## config.mk

```make
export PLATFORM = sky130hd
export DESIGN_NAME = sync_filter_edge
export DESIGN_NICKNAME = d
export VERILOG_FILES = /design/src/rtl/sync_filter_edge.sv
export SDC_FILE = /design/constraint.sdc
export NUM_CORES = 1
export LEC_CHECK = 0
export ABC_AREA = 1
export CAP_MARGIN = 20
export CORE_AREA = 2 2 39 41
export CTS_BUF_LIST = sky130_fd_sc_hd__clkbuf_8
export CTS_CLUSTER_DIAMETER = 40
export CTS_CLUSTER_SIZE = 30
export DETAILED_ROUTE_END_ITERATION = 10
export DIE_AREA = 0 0 41 43
export DONT_BUFFER_PORTS = 1
export HOLD_SLACK_MARGIN = 0.03
export PLACE_DENSITY_LB_ADDON = 0.25
export SETUP_SLACK_MARGIN = 0.15
export SLEW_MARGIN = 15
export SYNTH_ARGS = -nofsm -noshare
export SYNTH_HDL_FRONTEND = slang
export SYNTH_SLANG_ARGS = --single-unit
```

## constraint.sdc

```tcl
create_clock -name clk -period 1.4 [get_ports clk]
set_clock_uncertainty 0.1 [all_clocks]
set_input_delay 0.21 -clock clk [delete_from_list [all_inputs] [get_ports clk]]
set_output_delay 0.21 -clock clk [all_outputs]
set_load 0.05 [all_outputs]
```

## src/rtl/sync_filter_edge.sv

```systemverilog
// sync_filter_edge: multi-channel synchronizer with consecutive-cycle glitch filter and edge pulses
//   clk        system clock
//   rst        asynchronous reset, active-high
//   async_in   [WIDTH] asynchronous inputs
//   sync_out   [WIDTH] last synchronizer stage
//   filt_out   [WIDTH] debounced value
//   rise_pulse [WIDTH] one-cycle pulse on filt_out 0->1
//   fall_pulse [WIDTH] one-cycle pulse on filt_out 1->0
//   any_change one-cycle pulse when any rise/fall pulse is set
module sync_filter_edge #(
    parameter int               WIDTH      = 1,
    parameter int               STAGES     = 2,
    parameter logic [WIDTH-1:0] RST_VAL    = '0,
    parameter int               FILTER_LEN = 4
) (
    input  logic             clk,
    input  logic             rst,
    input  logic [WIDTH-1:0] async_in,
    output logic [WIDTH-1:0] sync_out,
    output logic [WIDTH-1:0] filt_out,
    output logic [WIDTH-1:0] rise_pulse,
    output logic [WIDTH-1:0] fall_pulse,
    output logic             any_change
);
    localparam int            CW   = $clog2(FILTER_LEN + 1);
    localparam logic [CW-1:0] LAST = CW'(FILTER_LEN - 1);
    if (STAGES < 2) begin : g_bad_stages
        $error("sync_filter_edge: STAGES must be >= 2");
    end
    if (FILTER_LEN < 1) begin : g_bad_filter
        $error("sync_filter_edge: FILTER_LEN must be >= 1");
    end
    logic [WIDTH-1:0] chain [STAGES];
    logic [CW-1:0]    cnt   [WIDTH];
    logic [WIDTH-1:0] hit;
    assign sync_out = chain[STAGES-1];
    always_ff @(posedge clk or posedge rst)
        if (rst) begin
            for (int k = 0; k < STAGES; k++) chain[k] <= RST_VAL;
        end else begin
            chain[0] <= async_in;
            for (int k = 1; k < STAGES; k++) chain[k] <= chain[k-1];
        end
    // hit: channel has mismatched for FILTER_LEN consecutive cycles, so filt_out takes sync_out now
    always_comb begin
        hit = '0;
        for (int k = 0; k < WIDTH; k++)
            hit[k] = (sync_out[k] != filt_out[k]) && (cnt[k] == LAST);
    end
    always_ff @(posedge clk or posedge rst)
        if (rst) begin
            for (int k = 0; k < WIDTH; k++) cnt[k] <= '0;
            filt_out   <= RST_VAL;
            rise_pulse <= '0;
            fall_pulse <= '0;
            any_change <= 1'b0;
        end else begin
            for (int k = 0; k < WIDTH; k++)
                cnt[k] <= (sync_out[k] == filt_out[k] || hit[k]) ? '0 : cnt[k] + 1'b1;
            filt_out   <= (filt_out & ~hit) | (sync_out & hit);
            rise_pulse <= hit & sync_out;
            fall_pulse <= hit & ~sync_out;
            any_change <= |hit;
        end
endmodule
```

==> impl_metrics.env <==
export IMPL_outcome="completed"
export IMPL_die_area_mm2=0.00176
export IMPL_cp_end_kind="register"
export IMPL_clk_latency_ns=0.23
export IMPL_fin_crit_ns=1.17
export IMPL_die_y_um=43
export IMPL_fp_coreArea_mm2=0.00138
export IMPL_slew_headroom=0.704
export IMPL_vias=209
export IMPL_yosys_warnings=0
export IMPL_place_congestion=0.671
export IMPL_cp_top_family="adder cells"
export IMPL_final_nets=44
export IMPL_synth_cell_types=8
export IMPL_drtIter0Drc=2
export IMPL_period_share=0.836
export IMPL_ys_seq_elements=9
export IMPL_path_cells="ha_1 -> ha_2 -> inv_2 -> nand2_2 -> nor2_1"
export IMPL_crit_buf_inv=1
export IMPL_initial_core_util=0.233
export IMPL_numCtsBuffers=3
export IMPL_syn_area_um2=323
export IMPL_cts_root_buffer="clkbuf_8"
export IMPL_worstPathArrival_ns=1.23
export IMPL_finalPower_w=0.000863
export IMPL_htree_num_levels=1
export IMPL_setup_tns_ns=0
export IMPL_cp_start_kind="register"
export IMPL_numPortBuffers=0
export IMPL_cts_tree="yes"
export IMPL_power_density_mw_per_mm2=1980
export IMPL_grt_pass1_wl_um=869
export IMPL_grt_max_degree=10
export IMPL_synth_nets=34
export IMPL_hp_class="reg -> reg"
export IMPL_hold_viol_final=0
export IMPL_n_antenna_cell=0
export IMPL_worstPathRequired_ns=1.46
export IMPL_via_per_inst=3.87
export IMPL_grt_total_usage=0.0820
export IMPL_slew_viol_final=0
export IMPL_path_class="reg -> reg"
export IMPL_avgSynthCellArea_um2=11.1
export IMPL_grt_overflow_total=0
export IMPL_dr_pass1_iters=3
export IMPL_grt_pass1_vias=208
export IMPL_worst_path_max_delay_cell="dfrtp_1"
export IMPL_dp_hpwl_um=323
export IMPL_grt_setup_unrepaired="no"
export IMPL_fillers=152
export IMPL_tightest_slew_ns=0.444
export IMPL_ant_nets=0
export IMPL_max_cap_violations=0
export IMPL_ioPinCount=8
export IMPL_cts_sinks=9
export IMPL_antenna_found_initial=0
export IMPL_setup_viol=0
export IMPL_wl_per_cell_um=8.54
export IMPL_wl_um=461
export IMPL_die_w_um=41
export IMPL_p_leak_nw=0.227
export IMPL_path_clk_slew_ns=0.04
export IMPL_slowest_delay_ns=0.38
export IMPL_rows=14
export IMPL_vdd_ir_drop_worst_mv=0.708
export IMPL_cts_buffer_depth=2
export IMPL_drive_gt1_frac=0.263
export IMPL_drc=0
export IMPL_path_max_fanout=3
export IMPL_max_freq_ghz=0.854
export IMPL_syn_to_final_growth_pct=34.9
export IMPL_synth_seq_area_share=0.698
export IMPL_syn_inst=29
[final timing paths]
kind                          start  cells past startpoint  slack [ns]       end
min reg2reg                chain[1]                      0        0.25  sync_out
min in group asynchronous       rst                      2        0.28  sync_out
max in group asynchronous       rst                      2        0.68  chain[1]
max reg2reg                  cnt[0]                      5        0.23    cnt[2]
min                        chain[1]                      0        0.25  sync_out
max                          cnt[0]                      5        0.23    cnt[2]
[power by group]
group	total [W]	internal, W	switching (W)
clock	0.000290	0.000191	0.0000996
sequential	0.000363	0.000310	0.0000532
combinational	0.000209	0.0000772	0.000132
total	0.000863	0.000578	0.000285
[cells in the final DEF, fill, tap and decap left out, types with 2 or more instances in the layout]
| master | instances |
|---|---|
| nor2_1 | 4 |
| inv_1 | 6 |
| buf_4 | 3 |
| dfrtp_1 | 9 |
| dlygate4sd3_1 | 2 |
| clkbuf_8 | 3 |
| nand2_1 | 4 |
[through the flow]
stage	utilization	hold WS [ns]	setup slack, ns	cells	instance area [um2]
2_1_floorplan	-	-0.0621	0.199	29	323
3_3_place_gp	0.259	-0.0274	0.212	47	358
3_5_place_dp	0.259	-0.0220	0.176	47	358
4_1_cts	0.306	0.242	0.171	53	423
5_1_grt	0.315	0.266	0.162	54	435
6_report	0.315	0.247	0.230	54	435
[cell usage after synthesis]
cell,instances,area share
inv_1,6,0.070
a21oi_1,1,0.015
o21ai_0,1,0.015
nor2_1,5,0.058
nand2_2,1,0.019
dfrtp_1,9,0.70
nand2_1,4,0.046
ha_1,2,0.078
[worst reg2reg max path: stages (launching register included)]
cell and delay [ns]:
dfrtp_1 0.38, ha_1 0.21, ha_2 0.19, inv_2 0.07, nand2_2 0.07, nor2_1 0.09
[area by class of cell]
class                           count  area [um2]  area share
Clock buffer                        3        41.3      0.0948
Clock inverter                      1        3.75     0.00862
Inverter                            6        22.5      0.0517
Multi-Input combinational cell     14        80.1       0.184
Sequential cell                     9         225       0.517
Tap cell                           16        20.0      0.0460
Timing Repair Buffer                5        42.5      0.0977
[what timing repair did]
action	in CTS	in global routing
pin swaps	0	0
hold buffers	2	0
hold endpoints to repair	10	0
buffers inserted	0	1
setup endpoints to repair	1	4
gates resized for setup	1	2
[logic make-up after synthesis]
| kind of cell | count (synthesis) | synth area share |
|---|---|---|
| AOI/OAI and AO/OA | 2 | 0.0310 |
| adders and majority gates | 2 | 0.0775 |
| buffers and inverters | 6 | 0.0698 |
| DFF | 9 | 0.698 |
| and+or+nand+nor | 10 | 0.124 |
[routing by layer]
layer	global-route usage	vias to the layer above	routed length [um]
met5	0	-	0
met4	0.0600	0	0
met3	0.0785	0	45
met2	0.0969	9	223
met1	0.0858	97	193
li1	-	103	-
Power figures use the tool's default switching activity.
